$ cat config.mk
export PLATFORM = sky130hd
export DESIGN_NAME = mult_share_arbiter
export DESIGN_NICKNAME = d
export VERILOG_FILES = /design/src/rtl/fuzzy_ctrl_pkg.sv /design/src/rtl/rr_pick.sv /design/src/rtl/mult_share_arbiter.sv
export SDC_FILE = /design/constraint.sdc
export NUM_CORES = 1
export LEC_CHECK = 0
export CAP_MARGIN = 20
export CORE_UTILIZATION = 36
export CTS_BUF_LIST = sky130_fd_sc_hd__clkbuf_16
export CTS_CLUSTER_DIAMETER = 40
export DETAILED_ROUTE_END_ITERATION = 10
export GPL_ROUTABILITY_DRIVEN = 0
export PLACE_DENSITY = 0.82
export SLEW_MARGIN = 20
export SYNTH_ARGS = -nofsm -noshare
export SYNTH_HDL_FRONTEND = slang
export SYNTH_SLANG_ARGS = --single-unit
export TNS_END_PERCENT = 20
$ cat constraint.sdc
create_clock -name clk -period 2.7 [get_ports clk]
set_clock_uncertainty 0.05 [all_clocks]
set_input_delay 0.81 -clock clk [delete_from_list [all_inputs] [get_ports clk]]
set_output_delay 0.81 -clock clk [all_outputs]
set_load 0.03 [all_outputs]
$ cat src/rtl/fuzzy_ctrl_pkg.sv
// fuzzy_ctrl_pkg: state encodings and default sizing shared by the multiplier-sharing arbiter.
package fuzzy_ctrl_pkg;
    typedef enum logic [2:0] {
        ST_IDLE  = 3'b001,
        ST_ISSUE = 3'b010,
        ST_WAIT  = 3'b100
    } state_t;
    localparam int N_DEF       = 16;
    localparam int NREQ_DEF    = 4;
    localparam int TMO_CYC_DEF = 64;
endpackage

$ cat src/rtl/rr_pick.sv
// rr_pick: combinational round-robin picker; returns the first set req bit searching cyclically from ptr+1.
module rr_pick #(
    parameter int  NREQ = 4,
    localparam int PW   = $clog2(NREQ)
) (
    input  logic [NREQ-1:0] req,
    input  logic [PW-1:0]   ptr,
    output logic [PW-1:0]   sel,
    output logic            any_req
);
    logic [2*NREQ-1:0] dbl;
    logic [NREQ-1:0]   rot;
    logic [PW:0]       start;
    logic [PW:0]       sum;
    logic [PW-1:0]     off;
    always_comb begin
        start = {1'b0, ptr} + (PW+1)'(1);
        dbl   = {req, req};
        rot   = NREQ'(dbl >> start);
        off   = '0;
        for (int i = NREQ - 1; i >= 0; i--) off = rot[i] ? PW'(i) : off;
        sum     = start + {1'b0, off};
        sel     = PW'(sum >= (PW+1)'(NREQ) ? sum - (PW+1)'(NREQ) : sum);
        any_req = |req;
    end
endmodule

$ cat src/rtl/mult_share_arbiter.sv
// mult_share_arbiter: round-robin sharing of one multiplier among NREQ requesters.
// Define MULT_SHARE_TIMEOUT_EN to abort a multiply whose rdy is not seen within TMO_CYC wait cycles.
module mult_share_arbiter
    import fuzzy_ctrl_pkg::*;
#(
    parameter int  N       = N_DEF,
    parameter int  NREQ    = NREQ_DEF,
    parameter int  TMO_CYC = TMO_CYC_DEF,
    localparam int PW      = $clog2(NREQ)
) (
    input  logic              clk,
    input  logic              rst,
    input  logic [NREQ-1:0]   req,
    input  logic [NREQ*N-1:0] a_bus,
    input  logic [NREQ*N-1:0] b_bus,
    output logic [NREQ-1:0]   ack,
    output logic [NREQ-1:0]   done,
    output logic [N-1:0]      c,
    output logic              busy,
    output logic              err,
    output logic              m_start,
    output logic [N-1:0]      m_a,
    output logic [N-1:0]      m_b,
    input  logic [N-1:0]      m_c,
    input  logic              m_rdy
);
    state_t          state_q, state_d;
    logic [PW-1:0]   owner_q, owner_d, ptr_q, ptr_d, sel;
    logic [NREQ-1:0] ack_q, ack_d, done_q, done_d;
    logic [N-1:0]    c_q, c_d, m_a_q, m_a_d, m_b_q, m_b_d, sel_a, sel_b;
    logic            busy_q, busy_d, m_start_q, m_start_d, any_req, tmo;

    rr_pick #(.NREQ(NREQ)) u_pick (
        .req    (req),
        .ptr    (ptr_q),
        .sel    (sel),
        .any_req(any_req)
    );

    always_comb begin
        sel_a = '0;
        sel_b = '0;
        for (int k = 0; k < NREQ; k++) begin
            sel_a = (sel == PW'(k)) ? a_bus[k*N +: N] : sel_a;
            sel_b = (sel == PW'(k)) ? b_bus[k*N +: N] : sel_b;
        end
    end

`ifdef MULT_SHARE_TIMEOUT_EN
    localparam int CW = $clog2(TMO_CYC + 1);
    logic [CW-1:0] cnt_q, cnt_d;
    logic          err_q, err_d;
    assign tmo = (state_q == ST_WAIT) && !m_rdy && (cnt_q == CW'(TMO_CYC - 1));
    always_comb begin
        cnt_d = (state_q == ST_WAIT) ? cnt_q + CW'(1) : '0;
        err_d = err_q | tmo;
    end
    always_ff @(posedge clk or negedge rst) begin
        if (!rst) begin
            cnt_q <= '0;
            err_q <= 1'b0;
        end else begin
            cnt_q <= cnt_d;
            err_q <= err_d;
        end
    end
    assign err = err_q;
`else
    assign tmo = 1'b0;
    assign err = TMO_CYC < 0;
`endif

    // rdy seen in ST_ISSUE may belong to the previous operation, so only ST_WAIT completes
    always_comb begin
        state_d   = state_q;
        owner_d   = owner_q;
        ptr_d     = ptr_q;
        ack_d     = '0;
        done_d    = '0;
        c_d       = c_q;
        busy_d    = busy_q;
        m_start_d = 1'b0;
        m_a_d     = m_a_q;
        m_b_d     = m_b_q;
        case (state_q)
            ST_IDLE: if (any_req) begin
                state_d   = ST_ISSUE;
                owner_d   = sel;
                ack_d     = NREQ'(1) << sel;
                m_start_d = 1'b1;
                busy_d    = 1'b1;
                m_a_d     = sel_a;
                m_b_d     = sel_b;
            end
            ST_ISSUE: state_d = ST_WAIT;
            ST_WAIT: if (m_rdy || tmo) begin
                state_d = ST_IDLE;
                c_d     = m_rdy ? m_c : '0;
                done_d  = NREQ'(1) << owner_q;
                ptr_d   = owner_q;
                busy_d  = 1'b0;
            end
            default: state_d = ST_IDLE;
        endcase
    end

    always_ff @(posedge clk or negedge rst) begin
        if (!rst) begin
            state_q   <= ST_IDLE;
            owner_q   <= '0;
            ptr_q     <= PW'(NREQ - 1);
            ack_q     <= '0;
            done_q    <= '0;
            c_q       <= '0;
            busy_q    <= 1'b0;
            m_start_q <= 1'b0;
            m_a_q     <= '0;
            m_b_q     <= '0;
        end else begin
            state_q   <= state_d;
            owner_q   <= owner_d;
            ptr_q     <= ptr_d;
            ack_q     <= ack_d;
            done_q    <= done_d;
            c_q       <= c_d;
            busy_q    <= busy_d;
            m_start_q <= m_start_d;
            m_a_q     <= m_a_d;
            m_b_q     <= m_b_d;
        end
    end

    assign ack     = ack_q;
    assign done    = done_q;
    assign c       = c_q;
    assign busy    = busy_q;
    assign m_start = m_start_q;
    assign m_a     = m_a_q;
    assign m_b     = m_b_q;
endmodule

Word level (Yosys, flattened, before mapping)
Index checks and enable logic that the tools add are counted.
Storage, ports and cells
  input port bits: 151
  logic and storage cells: 57
  bits in registers: 65
  output and inout port bits: 59
Operators by class
  reduce and logical (&&, ||, !) cells: 7
  shift operators: 3
  magnitude comparators: 1
  add/subtract/negate cells: 3
  equality and inequality tests: 8
  multiplexer cells: 25
Operators with widths (count)
  16-bit two-way mux: 8
  4-bit two-way mux: 4
  2-bit two-way mux: 5
  3-bit case mux with 3 select lines: 1
  1-bit by 2-bit << shifter with 4-bit output (first input constant): 2
  8-bit by 3-bit right shift with 4-bit output: 1
  3-bit two-way mux: 2
  2-bit AND reduction: 3
  2-bit == test (second input constant): 2
  1-bit two-way mux: 4
  2-bit inequality test (second input constant): 2
  4-bit OR reduction: 1
  2-bit by 1-bit adder with 3-bit output (second input constant): 1
  3-bit by 2-bit adder with 3-bit output: 1
  3-bit by 1-bit == test with 1-bit output (second input constant): 1
  3-bit by 2-bit == test with 1-bit output (second input constant): 1
  3-bit == test (second input constant): 1
  3-bit >= comparator (second input constant): 1
  3-bit AND reduction: 1
  2-bit by 1-bit == test with 1-bit output (second input constant): 1
  2-bit zero test: 1
  1-bit case mux with 2 select lines: 1
  2-bit nonzero test: 1
  2-bit by 1-bit subtractor with 2-bit output (second input constant): 1

Longest topological paths before layout
Gate-level depths: netlist of run 1.
  word-level depth: 14
  gate-level depth with buffers: 12
  depth with buffers taken out: 9

Cells and area by module
From an unflattened synthesis of run 1, not the netlist that was laid out.
Second synthesis, totals
  cells, all modules: 218
  area, all modules: 3505.9 µm²
Modules (own cells, without submodules)
  mult_share_arbiter: cells each 192, instances 1, area an instance 3330.7 µm², sequential area each 1630.3 µm²
  rr_pick: cells each 26, instances 1, area an instance 175.2 µm², sequential area each 0.0 µm²

Least setup slack after synthesis of run 1
No wires, ideal clock.
  path kind: input port to flip-flop
  start point: in req[1]
  end point: reg m_b_q[13], in the netlist m_b[13]
  slack: -0.171 ns
  path buffers: 2
  cell stages on the path: 11
  setup time: 0.139 ns
  data required time: 2.511 ns
  arrival: 2.682 ns
  cells stage by stage: nor2b_1 > a21oi_1 > o211ai_1 > o21ai_0 > ha_1 > clkbuf_1 > or2_2 > a211oi_1 > a211o_1 > buf_4 > o221ai_1
On the way
  cells in the longest elaborated chain, start to end: 13
  elaborated cells on any way between the ends: 19
  classes of those cells: 2 x add/sub; 1 x order compare; 3 x eq/ne; 1 x shift; 9 x mux; 3 x reduce/logical
RTL lines
  start, declared: line mult_share_arbiter.sv:13  | input logic [NREQ-1:0] req,
  8-bit by 3-bit right shift with 4-bit output: line rr_pick.sv:19  | rot = NREQ'(dbl >> start);
  2-bit two-way mux (4 in a row): line rr_pick.sv:21  | for (int i = NREQ - 1; i >= 0; i--) off = rot[i] ? PW'(i) : off;
  3-bit by 2-bit adder with 3-bit output: line rr_pick.sv:22  | sum = start + {1'b0, off};
  3-bit >= comparator / 2-bit by 1-bit subtractor with 2-bit output (equally long branches): line rr_pick.sv:23  | sel = PW'(sum >= (PW+1)'(NREQ) ? sum - (PW+1)'(NREQ) : sum);
  2-bit two-way mux: line rr_pick.sv:23
  2-bit zero test: line mult_share_arbiter.sv:45  | sel_b = (sel == PW'(k)) ? b_bus[k*N +: N] : sel_b;
  16-bit two-way mux (4 in a row): line mult_share_arbiter.sv:45
  end signal, assigned: line mult_share_arbiter.sv:129  | m_b_q <= m_b_d;
  end, declared: line mult_share_arbiter.sv:30  | logic [N-1:0] c_q, c_d, m_a_q, m_a_d, m_b_q, m_b_d, sel_a, sel_b;
Several ways; a longest one is shown, not always the timed one.
A chain may end at the register's enable or synchronous reset.

Worst setup path after layout of run 1
  start point: in req[0]
  end point: reg m_b_q[11], in the netlist m_b[11]
Same word-level chain as after synthesis.

==> results by group, run 1 <==
Detailed routing
  – Post-route ant nets: 0
  – Initial DRC Count: 105
  – Routed wire length: 12.6 mm
  – Vias post-DR: 3998
  – Drt pass-1 iters: 4
  – Routed wire per std cell: 16.6 um
  – Vias per inst: 5.25
  – Residual DRC count: 0

Worst setup path
  – R2R Path Start: ptr_q[1]$_DFFE_PN1P_
  – Cell Chain, Critical Path: clkdlybuf4s15_2, nor2b_2, a21oi_1, o2bb2ai_2, o21ai_2, ha_4, or2_4, a211oi_2, a211o_2, buf_12, buf_12, o221ai_1
  – CP Capture Type: register
  – CP startpoint kind: primary input
  – CP most frequent cell: buf_12
  – Arr. time, crit path: 2.81 ns
  – Crit-path slowest cell: ha_4
  – CP max stage delay: 0.25 ns
  – Crit-path max FO: 8
  – CP startpoint: req[0]
  – CP Class: in -> reg
  – Critical path data required time: 2.84 ns

Synth
  – Synth warn: 0
  – Unique masters post-synth: 39
  – Synth Area in Simple Gates: 0.154
  – XOR/XNOR share of the synthesized area: 0.00224
  – Largest family of logic cells by synthesized area: compound AO/OA/AOI/OAI gates
  – Mapped Nets: 556
  – Register area share after synthesis: 0.416
  – Ys async rst share: 1.00
  – Main flop type after synthesis: dfrtp_1
  – Mux contribution to synthesized area: 0.0517
  – Complex-gate fraction of the synthesized area: 0.284
  – Yosys reg bits: 65
  – Post-Syn Instances: 404
  – Syn_area_per_cell: 9.70 sq um
  – Post-synth EDFFs: 0
  – Mapped cell area: 3920 sq um
  – Post-Synth Adder-Cell Area: 0.00319

GRT
  – Largest net degree at the start of global routing: 59
  – Vias in the first global route: 4154
  – First-pass GRT wire length: 19.6 mm
  – Total GRT Usage: 0.223
  – Initial antenna violation count: 0
  – Global route overflow: 0

Pwr
  – Max IR drop VDD: 623 uV
  – Pwr per Cell Area: 1270 nW/um^2
  – Lkg Pwr: 0.00277 uW
  – Flop pwr share: 0.205
  – Switching pwr: 3860 uW
  – Comb pwr share: 0.679
  – P_int: 4690 uW
  – Sw Ratio: 0.451
  – Clock network fraction of design power: 0.117

Timing
  – Final setup viols: 0
  – Slew Limit Fails: 0
  – Achievable Freq: 0.374 GHz
  – Worst Max-Slew Pin Slew: 0.560 ns
  – Final worst-path cycle share: 0.990
  – Max_slew headroom: 0.627
  – Hold Vio Cnt, Final: 0
  – Setup TNS: 0 ns
  – Minimum clock period: 2.67 ns

Clocking
  – CTS Root Cell: clkbuf_16
  – Cts bufs inserted: 9
  – Hold buffer count at CTS: 0
  – Clock sink count: 65
  – Worst-skew pair later-pin latency: 0.32 ns
  – TritonCTS clock tree: done
  – H-tree levels: 3
  – Max clock buf depth: 2
  – Clock-pin transition on the worst setup and hold timing paths: 0.05 ns

Floorplan
  – Die Area: 11300 sq um
  – Core area: 10400 sq um
  – Die H: 106 um
  – Effective utilization at floorplan: 0.376
  – Row Count: 37
  – Ports: 210
  – Die W: 106 um

Final layout
  – Ratio of cells with drive above 1 in the final layout: 0.190
  – Syn-to-layout area delta: 72.2%
  – Final antenna diode count: 0
  – Post-layout instance area: 6750 sq um
  – Nets@finish: 773

Job
  – Max-Cap Viols: 0

Placed design
  – I/O Buffers: 208
  – DP HPWL: 9.57 mm
  – Placement Cell Area: 6380 sq um

Run status
  – Status: finished clean

Worst hold path
  – Worst hold path class: in -> async
## cell usage in the layout, fill, tap and decap left out, drive strengths merged, types with 3 or more instances in the layout
master,n
a211oi,33
a21oi,6
nor2b,35
nand2,71
nor3,3
clkbuf,10
buf,37
dfrtp,62
clkinv,4
nor2,9
o221ai,32
inv,40
a311oi,32
clkdlybuf4s50,203
o21ai,5
dfstp,3
mux2,16
## cell type report
cell class | instances | area, sq um
tap | 136 | 170
inverter | 39 | 146
timing repair buffer | 245 | 2490
sequential | 65 | 1630
multi-input combinational | 261 | 2050
clock inverter | 6 | 27.5
fill | 831 | 3670
clock buffer | 9 | 225
## routing by layer
layer,up-vias,routed length [um],track usage
li1,1898,-,-
met1,1920,5220,0.257
met2,159,6360,0.399
met3,21,790,0.0490
met4,0,262,0.0903
met5,-,0,0
## metrics by stage
stage               setup slack, ns   util  cells  hold slack, ns  total power, uW
detailed placement           -0.623  0.612    743           0.427             7270
finish                       0.0267  0.648    761           0.427             8550
CTS                          0.0117  0.647    761           0.442             8580
global route                -0.0280  0.648    761           0.466             9030
global placement             -0.568  0.612    743           0.424             7110
floorplan                    0.0238      -    404           0.406             5260
## cell usage after synthesis, types with 2 or more instances
library cell / instances / area (sq um)
o21ai_0: 5 / 25.0
buf_2: 10 / 50.1
clkbuf_1: 22 / 82.6
a211oi_1: 33 / 248
dfstp_2: 3 / 78.8
a21oi_2: 2 / 17.5
nor2b_1: 35 / 219
nor3b_1: 2 / 15.0
buf_6: 3 / 33.8
inv_1: 38 / 143
dfrtp_1: 62 / 1550
buf_4: 4 / 30.0
nor2_1: 9 / 33.8
o221ai_2: 29 / 435
o221ai_1: 3 / 26.3
nand2_1: 71 / 267
nor3_1: 2 / 10.0
mux2_2: 16 / 180
a21oi_1: 4 / 20.0
a311oi_1: 32 / 280
## registers in the layout (all words and copies together), names as in the netlist
signal / flops
c: 16
m_a: 16
m_b: 16
ack: 4
done: 4
state_q: 3
owner_q: 2
ptr_q: 2
busy: 1
m_start: 1
## power groups by stage
stage / Clock, uW / Sequential (uW) / Combinational [uW]
2_1_floorplan: 0 / 2430 / 2830
3_3_place_gp: 0 / 1740 / 5370
3_5_place_dp: 0 / 1750 / 5520
4_1_cts: 1010 / 1750 / 5820
5_1_grt: 1060 / 1800 / 6170
6_report: 996 / 1750 / 5800
## worst max-delay path, delay by kind of cell
kind / cells / cell delay [ns]
buf+inv: 3 / 0.49
simple gates: 2 / 0.42
compound gates: 6 / 0.83
fa+ha+maj: 1 / 0.25
## what timing repair did
item                       in CTS  in global routing
resized for setup              11                  4
setup endpoints to repair      33                 32
pin swaps                       4                  1
buffers inserted                1                  0
gates cloned                    2                  0
## final timing paths
kind | slack [ns] | cells past startpoint | endpoint
min in group clk | 0.44 | 1 | done[1]$_DFF_PN0_
hold reg to reg | 0.44 | 1 | done[1]$_DFF_PN0_
max in group asynchronous | 1.42 | 2 | m_b[15]$_DFFE_PN0P_
setup / recovery | 0.03 | 12 | m_b[11]$_DFFE_PN0P_
hold / removal | 0.43 | 1 | ack[1]$_DFF_PN0_
setup reg to reg | 0.22 | 11 | m_b[11]$_DFFE_PN0P_
## logic make-up (layout without fill, tap and decap cells)
kind of cell | Yosys count | count (layout)
simple gates | 126 | 126
other cells | 1 | 1
flops | 65 | 65
buf+inv | 78 | 299
compound gates | 115 | 115
xor+xnor | 1 | 1
fa+ha+maj | 1 | 1
mux | 17 | 17
Power figures use the tool's default switching activity.
==> inputs of run 2 (changes only) <==
Settings changed: CTS_CLUSTER_DIAMETER 40 to not set.
==> results of run 2 <==
No change in the layout: final DEF, timing and power equal those of run 1.
==> inputs of run 3 (changes only) <==
Settings changed: MAX_ROUTING_LAYER set to met4.
==> run 3 against run 2 <==
Effect of this change:
- via count up 0.55%
- worst hold slack barely moved
- worst setup slack worse by 0.00098 ns
- core utilization stayed put
- first-iteration DRC count down 2.9%
- combinational power barely moved
- count of clock-buffer cells in the layout stayed put
- die area unchanged
- power hardly changed
- critical endpoint is now m_b[2]$_DFFE_PN0P_
- largest cell class unchanged
- highest routed layer unchanged
==> results by group, run 3 (synthesis results as in run 1) <==
Clocking
  – Hold buffer count at CTS: 0 (unchanged)
  – H-tree levels: 3 (unchanged)
  – Worst-skew pair later-pin latency: 0.32 ns (about the same)
  – CTS Root Cell: clkbuf_16
  – Clock-pin transition on the worst setup and hold timing paths: 0.05 ns (about the same)
  – TritonCTS clock tree: done
  – Cts bufs inserted: 9 (unchanged)
  – Max clock buf depth: 2 (unchanged)
  – Clock sink count: 65 (unchanged)

Final layout
  – FF+latch area: 1630 sq um (unchanged)
  – Filler cell count in the final layout: 831 (unchanged)
  – Final antenna diode count: 0 (unchanged)
  – Most common cell after layout, fill and taps aside: clkdlybuf4s50_1
  – Multi-input gate area: 2050 sq um (unchanged)
  – Nets@finish: 773 (unchanged)
  – Syn-to-layout area delta: 72.2% (unchanged)
  – Most frequent cells in the layout: clkdlybuf4s50_1, nand2_1, dfrtp_1
  – Ratio of cells with drive above 1 in the final layout: 0.190 (unchanged)

Worst setup path
  – CP delay by family, top: compound AO/OA/AOI/OAI gates
  – CP startpoint: req[0]
  – Critical path data required time: 2.84 ns (about the same)
  – CP startpoint kind: primary input
  – CP Class: in -> reg
  – CP Depth: 11 (-1)
  – Arr. time, crit path: 2.82 ns (about the same)
  – R2R Path Start: ptr_q[1]$_DFFE_PN1P_
  – Crit-path slowest cell: bufbuf_16
  – WP buf/inv: 2 (-1)
  – Crit-path max FO: 8 (unchanged)
  – Cell Chain, Critical Path: clkdlybuf4s15_2, nor2b_2, a21oi_1, o2bb2ai_2, o21ai_2, ha_4, or2_4, a211oi_2, a211o_2, bufbuf_16, o221ai_2
  – CP max stage delay: 0.28 ns (+0.03 ns)
  – Cells on worst reg2reg path: 10 (-1)
  – CP Capture Type: register

Timing
  – Hold Vio Cnt, Final: 0 (unchanged)
  – Final worst-path cycle share: 0.990 (about the same)
  – Worst Max-Slew Pin Slew: 0.560 ns (+0.0000212 ns)
  – Fin Hold WS: 0.426 ns (-0.000396 ns)
  – Achievable Freq: 0.374 GHz (about the same)
  – Final setup viols: 0 (unchanged)
  – Max_slew headroom: 0.627 (about the same)
  – Minimum clock period: 2.67 ns (+0.000984 ns)
  – Setup TNS: 0 ns (unchanged)
  – Slew Limit Fails: 0 (unchanged)

GRT
  – Vias in the first global route: 4161 (+0.17%)
  – Total GRT Usage: 0.230 (+0.00664)
  – Global route overflow: 0 (unchanged)
  – First-pass GRT wire length: 19.6 mm (-0.11%)
  – Largest net degree at the start of global routing: 59 (unchanged)
  – Initial antenna violation count: 0 (unchanged)

Floorplan
  – Row Count: 37 (unchanged)
  – Die H: 106 um (unchanged)
  – Die W: 106 um (unchanged)
  – Core area: 10400 sq um (unchanged)
  – Ports: 210 (unchanged)
  – Die Area: 11300 sq um (unchanged)
  – Effective utilization at floorplan: 0.376 (unchanged)

Detailed routing
  – Routed wire length: 12.7 mm (+0.29%)
  – Drt pass-1 iters: 4 (unchanged)
  – Initial DRC Count: 102 (-2.9%)
  – Residual DRC count: 0 (unchanged)
  – Post-route ant nets: 0 (unchanged)
  – Vias per inst: 5.28 (+0.55%)
  – Routed wire per std cell: 16.7 um (+0.29%)
  – Vias post-DR: 4020 (+0.55%)

Worst hold path
  – Worst hold path class: in -> async

Pwr
  – Max IR drop VDD: 623 uV (about the same)
  – Pwr per Cell Area: 1270 nW/um^2 (about the same)
  – Lkg Pwr: 0.00277 uW (unchanged)

Run status
  – Status: finished clean

Placed design
  – DP HPWL: 9.57 mm (unchanged)
  – I/O Buffers: 208 (unchanged)

Job
  – Max-Cap Viols: 0 (unchanged)
## run 3: cell counts in the layout (fill, tap and decap cells not counted)
Identical to the previous run, type by type.
## run 3: worst paths after layout
path | end | slack (ns)
max | m_b[2]$_DFFE_PN0P_ | 0.03
min reg2reg | done[1]$_DFF_PN0_ | 0.44
min in group clk | done[1]$_DFF_PN0_ | 0.44
min | c[2]$_DFFE_PN0P_ | 0.43
max in group asynchronous | m_b[15]$_DFFE_PN0P_ | 1.42
max reg2reg | m_b[2]$_DFFE_PN0P_ | 0.21
## run 3: report_power, final
group | switching [uW] | internal, uW | leakage [uW]
Sequential | 297 | 1450 | 0.000814
Clock | 399 | 600 | 0.000125
Combinational | 3170 | 2640 | 0.00183
## run 3: final cells by class
| type | instances | share of cell area |
|---|---|---|
| Timing Repair Buffer | 245 | 0.370 |
| Tap cell | 136 | 0.0252 |
| Clock inverter | 6 | 0.00408 |
| Inverter | 39 | 0.0217 |
| Clock buffer | 9 | 0.0334 |
| Sequential cell | 65 | 0.242 |
| Multi-Input combinational cell | 261 | 0.304 |
## run 3: worst register-to-register path, delay by kind of cell, from the launching register on
| kind | cells | cell delay (ns) |
|---|---|---|
| flip-flops | 1 | 0.61 |
| AND/OR/NAND/NOR | 2 | 0.32 |
| adder cells (fa/ha/maj) | 1 | 0.25 |
| AO/OA/AOI/OAI | 6 | 0.85 |
| buffers and inverters | 1 | 0.28 |
## run 3: per-stage QoR
step / area, sq um / setup slack, ns / total power [uW] / util / std cells
2_1_floorplan: 3960 / 0.0238 / 5260 / - / 404
3_3_place_gp: 6380 / -0.568 / 7110 / 0.612 / 743
3_5_place_dp: 6380 / -0.623 / 7270 / 0.612 / 743
4_1_cts: 6740 / 0.0117 / 8580 / 0.647 / 761
5_1_grt: 6750 / -0.0267 / 9030 / 0.648 / 761
6_report: 6750 / 0.0257 / 8560 / 0.648 / 761
## run 3: repair_timing
| action | CTS | global route |
|---|---|---|
| pin swaps | 4 | 1 |
| endpoints found under the setup margin | 33 | 32 |
| gates cloned | 2 | 0 |
| resized for setup | 11 | 4 |
| buffers inserted | 1 | 0 |
## run 3: metal layers
metal	wire (um)	GRT usage	up-vias
li1	-	-	1897
met1	5320	0.263	1943
met2	6380	0.398	159
met3	707	0.0417	21
met4	265	0.0903	0
met5	0	-	-
